File: src/rtl/pixel_pos.sv
// Serpentine pixel-coordinate generator: walks a max_x-by-max_y frame row by row, alternating direction.
// Optional build macro PIXEL_POS_WRAP_EN: update_pos in DONE restarts the same frame from (0,0).
module pixel_pos #(
    parameter int X_MAX = 7,
    parameter int Y_MAX = 8,
    localparam int XW = $clog2(X_MAX),
    localparam int YW = $clog2(Y_MAX)
) (
    input  logic          clk,
    input  logic          n_rst,
    input  logic          update_pos,
    input  logic          new_trans,
    input  logic [XW-1:0] max_x,
    input  logic [YW-1:0] max_y,
    output logic          end_pos,
    output logic [1:0]    next_dir,
    output logic [XW-1:0] curr_x,
    output logic [YW-1:0] curr_y
);

    localparam logic [1:0] S_IDLE = 2'd0;
    localparam logic [1:0] S_SCAN = 2'd1;
    localparam logic [1:0] S_DONE = 2'd2;

    localparam logic [1:0] DIR_RIGHT = 2'b00;
    localparam logic [1:0] DIR_LEFT  = 2'b01;
    localparam logic [1:0] DIR_DOWN  = 2'b10;
    localparam logic [1:0] DIR_NONE  = 2'b11;

    logic [1:0]    state_q, state_d;
    logic [XW-1:0] x_q, x_d;
    logic [YW-1:0] y_q, y_d;
    logic [XW-1:0] mx_q, mx_d;
    logic [YW-1:0] my_q, my_d;
    logic          end_q, end_d;

    logic [XW-1:0] x_last;
    logic [YW-1:0] y_last;
    logic          row_odd;
    logic          at_row_end;
    logic [XW-1:0] step_x;
    logic [YW-1:0] step_y;
    logic          step_final;
    logic          new_single;

    // Only meaningful in SCAN, where the latched dims are at least 1 in each axis.
    assign x_last     = mx_q - XW'(1);
    assign y_last     = my_q - YW'(1);
    assign row_odd    = y_q[0];
    assign at_row_end = row_odd ? (x_q == '0) : (x_q == x_last);

    // A frame of zero area or a single pixel is finished as soon as it starts.
    assign new_single = (max_x == '0) || (max_y == '0) ||
                        ((max_x == XW'(1)) && (max_y == YW'(1)));

    always_comb begin
        step_x = x_q;
        step_y = y_q;
        if (at_row_end) begin
            step_y = y_q + YW'(1);
        end else if (row_odd) begin
            step_x = x_q - XW'(1);
        end else begin
            step_x = x_q + XW'(1);
        end
    end

    // The last row's parity decides which end of it holds the final pixel.
    assign step_final = (step_y == y_last) &&
                        (step_x == (y_last[0] ? XW'(0) : x_last));

`ifdef PIXEL_POS_WRAP_EN
    logic frame_single;
    assign frame_single = (mx_q == '0) || (my_q == '0) ||
                          ((mx_q == XW'(1)) && (my_q == YW'(1)));
`endif

    always_comb begin
        // NOTE: every next-state signal gets a hold default first so no path infers a latch.
        state_d = state_q;
        x_d     = x_q;
        y_d     = y_q;
        mx_d    = mx_q;
        my_d    = my_q;
        end_d   = end_q;

        if (new_trans) begin
            mx_d    = max_x;
            my_d    = max_y;
            x_d     = '0;
            y_d     = '0;
            end_d   = new_single;
            state_d = new_single ? S_DONE : S_SCAN;
        end else begin
            case (state_q)
                S_SCAN: begin
                    if (update_pos) begin
                        x_d = step_x;
                        y_d = step_y;
                        if (step_final) begin
                            end_d   = 1'b1;
                            state_d = S_DONE;
                        end
                    end
                end
                S_DONE: begin
`ifdef PIXEL_POS_WRAP_EN
                    if (update_pos && !frame_single) begin
                        x_d     = '0;
                        y_d     = '0;
                        end_d   = 1'b0;
                        state_d = S_SCAN;
                    end
`endif
                end
                default: ;
            endcase
        end
    end

    always_comb begin
        case (state_q)
            S_SCAN:  next_dir = at_row_end ? DIR_DOWN : (row_odd ? DIR_LEFT : DIR_RIGHT);
`ifdef PIXEL_POS_WRAP_EN
            S_DONE:  next_dir = DIR_DOWN;
`else
            S_DONE:  next_dir = DIR_NONE;
`endif
            default: next_dir = DIR_NONE;
        endcase
    end

    // NOTE: state uses non-blocking assignments; reset is sampled on the clock edge (synchronous).
    always_ff @(posedge clk) begin
        if (!n_rst) begin
            state_q <= S_IDLE;
            x_q     <= '0;
            y_q     <= '0;
            mx_q    <= '0;
            my_q    <= '0;
            end_q   <= 1'b0;
        end else begin
            state_q <= state_d;
            x_q     <= x_d;
            y_q     <= y_d;
            mx_q    <= mx_d;
            my_q    <= my_d;
            end_q   <= end_d;
        end
    end

    assign curr_x  = x_q;
    assign curr_y  = y_q;
    assign end_pos = end_q;

endmodule

File: config.mk
export PLATFORM = sky130hd
export DESIGN_NAME = pixel_pos
export DESIGN_NICKNAME = d
export VERILOG_FILES = /design/src/rtl/pixel_pos.sv
export SDC_FILE = /design/constraint.sdc
export NUM_CORES = 1
export LEC_CHECK = 0
export CAP_MARGIN = 20
export CORE_MARGIN = 1
export CORE_UTILIZATION = 50
export CTS_CLUSTER_DIAMETER = 80
export CTS_CLUSTER_SIZE = 16
export DETAILED_ROUTE_END_ITERATION = 8
export PLACE_DENSITY_LB_ADDON = 0.2
export RECOVER_POWER = 25
export SYNTH_ARGS = -nofsm -noshare
export SYNTH_HDL_FRONTEND = slang
export SYNTH_SLANG_ARGS = --single-unit
File: constraint.sdc
create_clock -name clk -period 2.9 [get_ports clk]
set_clock_uncertainty 0.15 [all_clocks]
set_input_delay 0.435 -clock clk [delete_from_list [all_inputs] [get_ports clk]]
set_output_delay 0.435 -clock clk [all_outputs]
set_load 0.02 [all_outputs]
==> metrics.md <==
| Metric | Value |
|---|---|
| Crit. End Element | `primary output` |
| Final Util | `72.77%` |
| Yosys reg bits | `14` |
| Finished Layout Cells | `160` |
| Vias per cell | `5.319` |
| Core box area | `0.001783 mm^2` |
| Placed insts | `156` |
| Final #Nets | `151` |
| RSZ-0062 raised after global routing | `no` |
| Synth warnings | `0` |
| 1st-iter DRT viols | `14` |
| Starting Density | `55.37%` |
| Fmax achieved | `360.3 MHz` |
| Cell with the most instances after synthesis | `dfxtp_1` |
| Gr usage total | `23.85%` |
| Area growth syn-to-layout | `31.43%` |
| WL/cell | `13.98 um` |
| Post-synth cell types | `35` |
| Switch share | `28.98%` |
| Post-place setup slack | `-51.96 ps` |
| Worst-path fanout max | `2` |
| Filler instances | `134` |
| Syn avg cell area | `9.226 um^2` |
| Worst skew pair latency | `290 ps` |
| I/O Buffers | `18` |
| Post-synth EDFFs | `0` |
| Via count | `851` |
| Max cap viols | `0` |
| Hold WC Path Type | `reg2reg` |
| Post-synth top area cell | `dfxtp_1` |
| Worst reg-to-reg setup slack | `170 ps` |
| Die area | `0.002156 mm^2` |
| Total CTS buffers | `3` |
| N_diodes | `0` |
| Die width | `46.44 um` |
| CP Data Arrival Time | `2190 ps` |
| TNS Setup | `0 ps` |
| Main synth FF type | `dfxtp_1` |
| Most common library cells after synthesis | `dfxtp_1, inv_1, mux2i_1, nor2_1, xnor2_1` |
| Comb power frac | `26.6%` |
| Layout cell share with drive strength beyond 1 | `16.30%` |
| DRC errors left | `0` |
| H-tree depth | `1` |
| Synth Cell Area | `987.2 um^2` |
| RR Startpoint | `curr_x[0]` |
| R2R Path End | `state_q[0]` |
| Crit Path Class | `reg2out` |
| Post-CTS Setup Inserts | `0` |
| Period utilization | `95.70%` |
| CTS tree | `yes` |
| Largest net degree at the start of global routing | `11` |
| Deepest clock path buffer count | `2` |
| DPL Wire Length | `1767 um` |
| Pint | `0.3418 mW` |
| Final WS setup | `124.8 ps` |
| Leakage Power | `0.5087 nW` |
| IO Pins | `19` |
| Worst Hold Depth | `2` |
| DRT antenna net count | `0` |
| Hold WS | `379.3 ps` |
| CTS root buffer | `clkbuf_4` |
| Global-route wire length before repair | `3505 um` |
| P per Cell Area | `370.9 mW/mm^2` |
| Clock net sink count | `14` |
| CP required | `2320 ps` |
| Outcome | `completed` |
| Synth area leaders | `dfxtp_1, mux2i_1, xnor2_1` |
| Min cycle time layout | `2775 ps` |
| WL final | `2236 um` |
| Final hold vios | `0` |
| Area taken by multi-input logic gates | `670.6 um^2` |
| CTS clk-pin slew, worst paths | `90 ps` |
| Number of global-route vias before repair | `781` |
| Worst r2r path cells | `9` |
| Power share of the sequential group | `42.9%` |
| Clock share of power | `30.5%` |
| Syn_nets | `122` |
| Max Transition Viols Final | `0` |
| P_sw | `0.1395 mW` |
| Least-Margin Pin Slew | `470.6 ps` |
| # hold bufs at CTS | `0` |
| GRT overflow | `0` |
| Std-Cell Rows | `15` |
| CP Launch Type | `register` |
| Gpl congestion | `0.8108` |
| Worst hold start | `my_q[1]` |
| Sequential Area | `280.3 um^2` |
| Top cell type's share of synthesized area | `28.39%` |
| Final setup viols | `0` |
| Sequential share of the synthesized area | `28.39%` |
| TritonRoute pass-1 iters | `4` |
| Worst slew margin relative to its limit | `68.52%` |
| Die Height | `46.44 um` |
| Share of synthesized flip-flops with an asynchronous set or reset | `0%` |
| Peak supply drop | `0.0001861 V` |
| Synthesized instance count | `107` |
| Initial antenna violation count | `0` |
| Hold Path End | `my_q[1]` |
## stage by stage
stage / area, um^2 / total power, mW
after global placement: 1247 / 0.3301
after CTS: 1285 / 0.4813
after detailed placement: 1247 / 0.3358
final: 1297 / 0.4812
after global routing: 1297 / 0.5054
after floorplan: 987.2 / 0.2890
## routing by layer
| layer | track usage (%) | share of wire (%) | up-vias |
|---|---|---|---|
| li1 | - | - | 428 |
| met1 | 29.93 | 47 | 402 |
| met3 | 4.706 | 2.8 | 7 |
| met5 | 0 | 0 | - |
| met4 | 13.53 | 2.6 | 0 |
| met2 | 37.50 | 47 | 14 |
## worst max-delay path by stage
stage                    from          end  slack [ps]  depth (start not counted)
floorplan           curr_x[2]  next_dir[0]         180                          6
global placement      mx_q[0]  next_dir[0]          30                          8
detailed placement    mx_q[0]  next_dir[0]         -50                          8
CTS                   mx_q[0]  next_dir[0]          -1                          8
global route          mx_q[0]  next_dir[0]          40                          8
finish              curr_x[0]  next_dir[0]         120                          6
## layout make-up
type                    instances  share of cell area [%]
multi-input cells              80                   51.69
flip-flops and latches         14                   21.60
repair buffers                 27                   18.61
inverters                      10                   2.893
clock buffers                   4                   2.797
well taps                      25                   2.411
## flip-flops by register name, indices dropped and copies added (netlist names)
register,count
curr_x,3
curr_y,3
mx_q,3
state_q,2
my_q,3
## what timing repair did
item,in CTS,in global routing
endpoints found under the setup margin,2,2
gates resized for setup,6,1
pin swaps,0,1
endpoints found under the hold margin,0,0
gates cloned,0,0
## logic make-up after synthesis
kind of cell,synth area share (%)
compound gates,13.56
xor+xnor,17.62
fa+ha+maj,7.098
buf+inv,5.704
flops,28.39
mux,9.126
simple gates,18.50
## power by group through the flow
stage / Sequential [mW] / Combinational [mW] / Clock [mW]
6_report: 0.207 / 0.128 / 0.147
5_1_grt: 0.208 / 0.139 / 0.159
4_1_cts: 0.207 / 0.125 / 0.150
3_5_place_dp: 0.211 / 0.124 / 0
3_3_place_gp: 0.211 / 0.119 / 0
2_1_floorplan: 0.213 / 0.0760 / 0
## worst max-delay path, cell delays in order (launching register included)
cell and delay, ps:
dfxtp_1 340, or4b_2 720, o41ai_4 90, inv_1 100
ha_1 180, or3_1 300, buf_2 170
## placed cells by master, fill, tap and decap left out, types with 3 or more instances in the layout
master	n
dfxtp_1	14
nor2_1	9
buf_4	9
clkbuf_4	3
xor2_1	6
o21ai_0	4
inv_1	10
nor2b_1	6
xnor2_1	7
a211oi_1	3
clkdlybuf4s50_1	15
ha_1	3
mux2i_1	9
nand2_1	6
(Power assumes the default switching activity.)
